$ cat src/rtl/aib_rx_filter.sv
// AIB receive pad filter: polarity select, N-flop synchronizer,
// deglitch FSM with edge pulses and a saturating accepted-edge counter.
module aib_rx_filter #(
    parameter int   SYNC_STAGES = 2,
    parameter int   CNT_W       = 16,
    parameter logic RST_VAL     = 1'b0
) (
    input  logic             clk,
    input  logic             rst,
    input  logic             RXPAD,
    input  logic             C_EN,
    input  logic             C_INV,
    input  logic [2:0]       C_FILT,
    input  logic             C_CLR,
    output logic             rx_data,
    output logic             rx_rise,
    output logic             rx_fall,
    output logic             rx_glitch,
    output logic [CNT_W-1:0] edge_cnt
);

    typedef enum logic [1:0] {
        OFF     = 2'd0,
        STABLE  = 2'd1,
        PENDING = 2'd2
    } state_t;

    state_t                 r_state;
    state_t                 w_nstate;
    logic [2:0]             r_cnt;
    logic [2:0]             w_ncnt;
    logic [SYNC_STAGES-1:0] r_sync;
    logic                   r_data;
    logic                   r_rise;
    logic                   r_fall;
    logic                   r_glitch;
    logic [CNT_W-1:0]       r_ecnt;
    logic                   w_p;
    logic                   w_s;
    logic                   w_load;
    logic                   w_accept;
    logic                   w_glitch;
    logic                   w_sat;

    assign w_p   = RXPAD ^ C_INV;
    assign w_s   = r_sync[SYNC_STAGES-1];
    assign w_sat = &r_ecnt;

    always_ff @(posedge clk) begin
        if (rst) begin
            r_sync <= {SYNC_STAGES{RST_VAL}};
        end else begin
            r_sync <= {r_sync[SYNC_STAGES-2:0], w_p};
        end
    end

    // cnt counts cycles already spent in PENDING; accept once it reaches N
    always_comb begin
        w_nstate = r_state;
        w_ncnt   = r_cnt;
        w_load   = 1'b0;
        w_accept = 1'b0;
        w_glitch = 1'b0;
        if (!C_EN) begin
            w_nstate = OFF;
            w_ncnt   = 3'd0;
        end else begin
            unique case (r_state)
                OFF: begin
                    w_load   = 1'b1;
                    w_nstate = STABLE;
                    w_ncnt   = 3'd0;
                end
                STABLE: begin
                    if (w_s != r_data) begin
                        if (C_FILT == 3'd0) begin
                            w_accept = 1'b1;
                        end else begin
                            w_nstate = PENDING;
                            w_ncnt   = 3'd1;
                        end
                    end
                end
                PENDING: begin
                    if (w_s == r_data) begin
                        w_glitch = 1'b1;
                        w_nstate = STABLE;
                        w_ncnt   = 3'd0;
                    end else if (r_cnt >= C_FILT) begin
                        w_accept = 1'b1;
                        w_nstate = STABLE;
                        w_ncnt   = 3'd0;
                    end else begin
                        w_ncnt = r_cnt + 3'd1;
                    end
                end
                default: begin
                    w_nstate = OFF;
                    w_ncnt   = 3'd0;
                end
            endcase
        end
    end

    always_ff @(posedge clk) begin
        if (rst) begin
            r_state  <= OFF;
            r_cnt    <= 3'd0;
            r_data   <= RST_VAL;
            r_rise   <= 1'b0;
            r_fall   <= 1'b0;
            r_glitch <= 1'b0;
            r_ecnt   <= '0;
        end else begin
            r_state  <= w_nstate;
            r_cnt    <= w_ncnt;
            if (w_load || w_accept) begin
                r_data <= w_s;
            end
            r_rise   <= w_accept & w_s;
            r_fall   <= w_accept & ~w_s;
            r_glitch <= w_glitch;
            if (C_CLR) begin
                r_ecnt <= '0;
            end else if (w_accept && !w_sat) begin
                r_ecnt <= r_ecnt + 1'b1;
            end
        end
    end

    assign rx_data   = r_data;
    assign rx_rise   = r_rise;
    assign rx_fall   = r_fall;
    assign rx_glitch = r_glitch;
    assign edge_cnt  = r_ecnt;

endmodule

$ cat config.mk
export PLATFORM = sky130hd
export DESIGN_NAME = aib_rx_filter
export DESIGN_NICKNAME = d
export VERILOG_FILES = /design/src/rtl/aib_rx_filter.sv
export SDC_FILE = /design/constraint.sdc
export NUM_CORES = 1
export LEC_CHECK = 0
export CELL_PAD_IN_SITES_DETAIL_PLACEMENT = 1
export CELL_PAD_IN_SITES_GLOBAL_PLACEMENT = 1
export CORE_MARGIN = 2
export CORE_UTILIZATION = 38
export CTS_CLUSTER_DIAMETER = 100
export CTS_CLUSTER_SIZE = 30
export DETAILED_ROUTE_END_ITERATION = 7
export PLACE_DENSITY = 0.9
export SKIP_LAST_GASP = 1
export SYNTH_ARGS = -nofsm -noshare
export SYNTH_HDL_FRONTEND = slang
export SYNTH_SLANG_ARGS = --single-unit
$ cat constraint.sdc
create_clock -name clk -period 2.7 [get_ports clk]
set_input_delay 0.81 -clock clk [delete_from_list [all_inputs] [get_ports clk]]
set_output_delay 0.81 -clock clk [all_outputs]
set_load 0.1 [all_outputs]
# [Yosys cells after proc, flatten, opt, wreduce, memory -nomap -nowiden]
# Index checks and enable logic that the tools add are counted.
[classes] n_addsub=2 n_bitwise=6 n_reduce_logical=11 mux=19 eq_ne=7 order_cmp=1
[op_table] op="adder 16 x 1 -> 16 bit (second input constant)" n=1
[op_table] op="AND reduction 16 bit" n=1
[op_table] op="two-way mux 3 bit" n=4
[op_table] op="two-way mux 1 bit" n=8
[op_table] op="two-way mux 2 bit" n=4
[op_table] op="one-hot mux 2 bit (3 select lines)" n=1
[op_table] op="one-hot mux 3 bit (2 select lines)" n=1
[op_table] op="inequality test 2 bit (second input constant)" n=2
[op_table] op="OR reduction 2 bit" n=2
[op_table] op="adder 3 x 1 -> 3 bit (second input constant)" n=1
[op_table] op="greater-or-equal comparator 3 bit" n=1
[op_table] op="logical NOT 3 bit" n=1
[op_table] op="inequality test 3 bit (second input constant)" n=1
[op_table] op="NOT 1 bit" n=3
[op_table] op="AND reduction 3 bit" n=1
[op_table] op="OR reduction 3 bit" n=1
[op_table] op="bitwise AND 1 bit" n=2
[op_table] op="== test 2 x 1 -> 1 bit (second input constant)" n=1
[op_table] op="== test 2 bit (second input constant)" n=1
[op_table] op="logical NOT 2 bit" n=1
[op_table] op="one-hot mux 1 bit (2 select lines)" n=1
[op_table] op="AND reduction 2 bit" n=1
[op_table] op="== test 1 bit" n=1
[op_table] op="logical AND 1 bit" n=1
[op_table] op="other kinds (4)" n=4
[totals] in_bits=9 output_inout_bits=20 elab_cells=54 reg_bits=27

# [Longest topological paths before layout]
# Gate-level depths: netlist of run 1.
[depth] word_depth=6 ltp_mapped=9 depth_no_buf=7

# [Worst setup path after synthesis of run 1]
# OpenSTA, ideal clock, no wires.
[synth_timing] path_kind="flip-flop to flip-flop" startpoint="reg r_ecnt[0] (netlist: edge_cnt[0])" endpoint="reg r_ecnt[6] (netlist: edge_cnt[6])" required_time_ns=2.630 setup_time_ns=0.070 synth_period_minus_slack_ns=2.394 slack_ns=0.306 arrival_time_ns=2.324 n_path_buf=0 stages_incl_launch_ff=7 path_cell_list="dfxtp_1 -> ha_1 -> nand3_1 -> or4_1 -> nand2_1 -> o21ai_0 -> a21oi_1"
[synth_via] elab_chain_cells=3 word_cells_on_any_way=4 cone_classes="add/sub (1); reduce/logical (3)"
[synth_rtl] element="from (decl)" line="37" source="logic [CNT_W-1:0] r_ecnt;"
[synth_rtl] element="from (signal assigned)" line="126" source="r_ecnt <= r_ecnt + 1'b1;"
[synth_rtl] element="branches (longest 3 deep; another with adder 16 x 1 -> 16 bit)"
# Several ways; the timed one is not identified.
# A chain may end at the register's enable or synchronous reset.

# [Worst setup path after layout of run 1]
[layout_timing] startpoint="in C_FILT[2]" endpoint="reg r_ecnt[7] (netlist: edge_cnt[7])"
[layout_via] elab_chain_cells=6 word_cells_on_any_way=9 cone_classes="order compare (1); mux (6); reduce/logical (2)"
[layout_rtl] element="from (decl)" line="13" source="input logic [2:0] C_FILT,"
[layout_rtl] element="greater-or-equal comparator 3 bit or logical NOT 3 bit (tied branches)" line="89, 76"
[layout_rtl] element="two-way mux 1 bit, on equally long branches" line="89, 76"
[layout_rtl] element="two-way mux 1 bit, on equally long branches" line="85, 75"
[layout_rtl] element="one-hot mux 1 bit (2 select lines) (*)" line="68" source="unique case (r_state)"
[layout_rtl] element="two-way mux 1 bit (*)" line="64" source="if (!C_EN) begin"
[layout_rtl] element="logical AND 1 bit (*)" line="125" source="end else if (w_accept && !w_sat) begin"
# Every way passes the cells marked *; elsewhere a longest branch is shown, timed or not.

==> impl_metrics.csv, run 1 <==
group,metric,value,unit
routing,dr.pass1.iters,4,
synth,syn_avg_cell_area,8.62,sq um
place,dp_slack,-192,ps
routing,vias_per_cell,5.54,
clock_tree,cts_resized,0,
pwr,power_leakage,0.725,nW
hold_path,hp-class,"reg2reg",
floorplan,die_h,67.2,um
timing,fmax,383,MHz
synth,yosysUniqueCellTypes,40,
global_route,grt_pass1_vias,1521,
clock_tree,cts.hold.buffers_added,0,
timing,finalHoldViolations,0,
timing,finalWorstSetupSlack,87.2,ps
setup_path,worstPathCellList,"clkdlybuf4s50_1 -> inv_1 -> ha_1 -> nand2_1 -> o21ai_2 -> a21oi_2 -> buf_12 -> or4_1 -> a21oi_1",
finish,area_delta_synth_final,27.2,%
clock_tree,cts_setup_buffers,0,
routing,wl,3950,um
clock_tree,clock_sinks,27,
timing,setup_viol,0,
synth,synthArstFlopShare,0,
place,place.gp.congestion,0.835,
place,hpwl,3010,um
finish,diodes,0,
floorplan,start_util,0.405,
place,portBuffers,28,
timing,worst_pin_slew,616,ps
routing,wire_per_inst,15.1,um
routing,vias,1452,
routing,drc,0,
setup_path,cp-start-kind,"input port",
clock_tree,cts_tree,"done",
timing,rsz0062_at_grt,"yes",
flow_run,maxCapViolations,0,
clock_tree,cts.htree.levels,1,
finish,drive_above_1_share,0.234,
setup_path,worstPathArrival,2840,ps
synth,synth_edf_count,0,
setup_path,critPathKind,"in2reg",
finish,instances_no_fill,262,
finish,fin_nets,233,
clock_tree,cts_buffer_depth,2,
setup_path,cp.required,2920,ps
global_route,grt_max_degree,22,
synth,ys.flop_type,"dfxtp_1",
outcome,status,"complete, no violations",
routing,drtAntennaViolNets,0,
floorplan,ioPinCount,29,
synth,synth_seq_cells,27,
clock_tree,clkLatencyLatePin,290,ps
floorplan,row_count,22,
floorplan,die_area,4520,sq um
timing,fin_crit_sh,0.968,
synth,syn-cell-area,1520,sq um
floorplan,coreArea,3740,sq um
floorplan,die_x,67.2,um
setup_path,worst_path_max_delay_cell,"or4_1",
place,dp.cells,258,
timing,fin_skew,9.44,ps
clock_tree,cts_buffers,3,
timing,relSlewSlack,0.586,
clock_tree,clk_pin_slew_worst_paths,100,ps
clock_tree,root_buffer,"clkbuf_8",
synth,yosysSeqAreaShare,0.356,
routing,drt_iter0_drc,46,
synth,synth_fp_nets,194,
setup_path,crit_path_max_fanout,21,
pwr,ir_drop,0.000214,V
global_route,antenna_found_initial,0,
synth,synth.most_common_cell,"dfxtp_1",
synth,synth_common_cells,"dfxtp_1 (27), a21oi_1 (19), nand2_1 (17), nor2_1 (12), nand3_1 (10)",
synth,synth_top_cell_area_share,0.356,
global_route,grtUsageTotal,0.197,
global_route,grt_overflow_total,0,
synth,yosys_warnings,0,
synth,synthTopCellsByArea,"dfxtp_1 (36%), ha_1 (7.4%), a21oi_1 (6.3%)",
timing,slew_violations,0,
pwr,p_per_area,380,nW/um^2
setup_path,cp-end-kind,"register",
synth,synth_top_area_cell,"dfxtp_1",
synth,netlist_instances,176,
global_route,grt_pass1_wl,6780,um
timing,period_minus_slack,2610,ps
setup_path,critical-path-max-stage-delay,500,ps
-- path summary, 6_finish.rpt --
kind                            cells past startpoint  slack, ps       start           to
worst max-delay path                                9         90   C_FILT[2]  edge_cnt[7]
worst min-delay path                                1        460   r_sync[0]    r_sync[1]
worst max register to register                      8        460  r_state[0]  edge_cnt[7]
worst min register to register                      1        460   r_sync[0]    r_sync[1]
-- sequential cells by signal (all words and copies together), names as in the netlist --
signal,flops
r_cnt,3
r_sync,2
rx_data,1
rx_rise,1
r_state,2
rx_fall,1
rx_glitch,1
edge_cnt,16
-- cell usage in the layout (no fill, tap or decap), types with 5 or more instances in the layout --
cell and instances:
a21oi_1 18, buf_4 31, clkdlybuf4s50_1 8, dfxtp_1 27, ha_1 9, inv_1 9
nand2_1 17, nand3_1 10, nand4_1 5, nor2_1 12, o31ai_1 9, or3_1 6
or4_1 9
-- where the power goes --
part | internal (mW) | switching (mW)
Sequential | 0.402 | 0.00452
Combinational | 0.0364 | 0.0410
Clock | 0.105 | 0.144
-- kinds of logic (layout without fill, tap and decap cells) --
kind of cell / after synthesis / in the layout / share of synthesized area
simple gates: 76 / 76 / 0.303
compound gates: 43 / 43 / 0.181
flops: 27 / 27 / 0.356
mux: 3 / 3 / 0.0198
xor+xnor: 3 / 3 / 0.0223
fa+ha+maj: 9 / 9 / 0.0742
buf+inv: 15 / 53 / 0.0437
-- layout make-up --
| cell class | count | area (sq um) |
|---|---|---|
| Sequential cell | 27 | 541 |
| Tap cell | 48 | 60.1 |
| Timing Repair Buffer | 40 | 333 |
| Clock inverter | 1 | 7.51 |
| Fill cell | 469 | 1810 |
| Multi-Input combinational cell | 134 | 915 |
| Clock buffer | 3 | 41.3 |
| Inverter | 9 | 33.8 |
-- worst max-delay path: cells and delay by family --
kind / cells / cell delay [ps]
AND/OR/NAND/NOR: 2 / 590
buffers and inverters: 3 / 700
AO/OA/AOI/OAI: 3 / 430
adder cells (fa/ha/maj): 1 / 310
-- routing by layer --
layer / vias to the layer above / track usage / part of all wire
li1: 730 / - / -
met1: 690 / 0.262 / 0.48
met2: 25 / 0.314 / 0.46
met3: 7 / 0.0300 / 0.036
met4: 0 / 0.0918 / 0.021
met5: - / 0 / 0
-- metrics by stage --
step / power (mW) / hold WS [ps] / utilization / area, sq um / setup TNS [ps]
5_1_grt: 0.767 / 480 / 0.516 / 1930 / -35.4
6_report: 0.734 / 456 / 0.516 / 1930 / 0
2_1_floorplan: 0.460 / 414 / - / 1520 / 0
4_1_cts: 0.744 / 458 / 0.515 / 1930 / 0
3_3_place_gp: 0.490 / 420 / 0.502 / 1880 / -724
3_5_place_dp: 0.493 / 437 / 0.502 / 1880 / -2170
Note: power is estimated with default switching activity, not from simulation.
==> run 2: changes to the inputs <==
Settings changed: CELL_PAD_IN_SITES_DETAIL_PLACEMENT 1 to 0.
==> impl_metrics.csv, run 2 (synthesis results as in run 1) <==
group,metric,value,unit
setup_path,crit_path_max_fanout,21,
finish,stdcell_area,1930,sq um
finish,final_cell_mix,"buf_4 (31), dfxtp_1 (27), a21oi_1 (19)",
floorplan,row_count,22,
outcome,status,"complete, no violations",
place,place.gp.congestion,0.835,
routing,drtAntennaViolNets,0,
timing,relSlewSlack,0.636,
global_route,grt_pass1_wl,5690,um
hold_path,hp-class,"reg2reg",
timing,finalHoldViolations,0,
timing,slew_violations,0,
clock_tree,clkLatencyLatePin,280,ps
clock_tree,clk_pin_slew_worst_paths,100,ps
clock_tree,cts_setup_buffers,0,
finish,final-seq-area,541,sq um
pwr,power_frac_clock,0.336,
routing,drt_iter0_drc,80,
global_route,grt_overflow_total,0,
pwr,p_per_area,377,nW/um^2
routing,dr.pass1.iters,4,
global_route,grt_pass1_vias,1274,
global_route,antenna_found_initial,0,
flow_run,maxCapViolations,0,
global_route,grt_max_degree,22,
clock_tree,cts.hold.buffers_added,0,
finish,drive_above_1_share,0.229,
routing,drc,0,
timing,fmax,396,MHz
pwr,swShare,0.252,
clock_tree,cts_resized,0,
clock_tree,cts_buffer_depth,2,
finish,area_delta_synth_final,27.0,%
finish,multi_input_comb_area,911,sq um
routing,wl,3330,um
floorplan,ioPinCount,29,
floorplan,die_area,4520,sq um
finish,final_common_cell,"buf_4",
floorplan,die_x,67.2,um
place,place_area,1880,sq um
setup_path,critPathKind,"in2reg",
pwr,p_switching,0.183,mW
pwr,p_total,0.727,mW
setup_path,cp-start-kind,"input port",
pwr,power_frac_comb,0.104,
pwr,ir_drop,0.000244,V
setup_path,cp-end-kind,"register",
clock_tree,cts_buffers,3,
finish,fin_nets,233,
pwr,p_seq_frac,0.559,
clock_tree,cts_tree,"done",
pwr,p_int,0.543,mW
floorplan,die_h,67.2,um
timing,fin_crit_sh,0.934,
timing,worst_pin_slew,541,ps
routing,vias_per_cell,5.41,
timing,rsz0062_at_grt,"no",
finish,fillers,390,
clock_tree,clock_sinks,27,
timing,setup_viol,0,
finish,diodes,0,
timing,final.setup.tns,0,ps
floorplan,start_util,0.405,
finish,fin_util,0.515,
routing,wire_per_inst,12.7,um
setup_path,cp.required,2920,ps
setup_path,worstPathArrival,2740,ps
pwr,power_leakage,0.724,nW
place,hpwl,2520,um
global_route,grtUsageTotal,0.163,
clock_tree,cts.htree.levels,1,
routing,vias,1417,
timing,fin_skew,5.62,ps
floorplan,coreArea,3740,sq um
finish,largest_register_ffs,16,
clock_tree,root_buffer,"clkbuf_8",
place,portBuffers,28,
timing,period_minus_slack,2520,ps
run 2: layout make-up:
cell class | count | area share
multi-input combinational | 134 | 0.473
sequential | 27 | 0.281
timing repair buffer | 40 | 0.173
tap | 48 | 0.0312
clock buffer | 3 | 0.0214
inverter | 9 | 0.0175
clock inverter | 1 | 0.00390
run 2: through the flow:
step | setup slack [ps] | cells | hold slack, ps
final | 178 | 262 | 444
after global routing | 61.2 | 262 | 475
after CTS | 170 | 262 | 451
after detailed placement | -117 | 258 | 427
after global placement | -89.5 | 258 | 420
after floorplan | 306 | 176 | 414
run 2: critical path, stage by stage:
cell	delay, ps
clkdlybuf4s50_1	480
inv_1	50
ha_1	280
nand2_1	80
o21ai_2	150
a21oi_2	90
buf_12	150
or4_1	490
a21oi_1	150
run 2: worst paths after layout:
check                                 from          end  slack, ps  cells after the start
worst max register to register  r_state[1]  edge_cnt[7]        550                      8
worst max-delay path             C_FILT[2]  edge_cnt[7]        180                      9
worst min-delay path             r_sync[0]    r_sync[1]        440                      1
worst min register to register   r_sync[0]    r_sync[1]        440                      1
run 2: routing by layer:
layer  track usage  share of wire
met1         0.239           0.53
met3        0.0283          0.048
met4        0.0561         0.0078
met5             0              0
met2         0.240           0.41
run 2: power groups by stage:
| stage | Clock, mW | Combinational, mW | Sequential, mW |
|---|---|---|---|
| global route | 0.276 | 0.0842 | 0.408 |
| detailed placement | 0 | 0.0758 | 0.416 |
| CTS | 0.251 | 0.0761 | 0.407 |
| global placement | 0 | 0.0747 | 0.416 |
| finish | 0.245 | 0.0756 | 0.407 |
| floorplan | 0 | 0.0407 | 0.419 |
==> run 3: changes to the inputs <==
Settings changed: CTS_CLUSTER_DIAMETER 100 to 50.
==> results of run 3 <==
Final layout, timing and power as in run 2 (identical DEF).
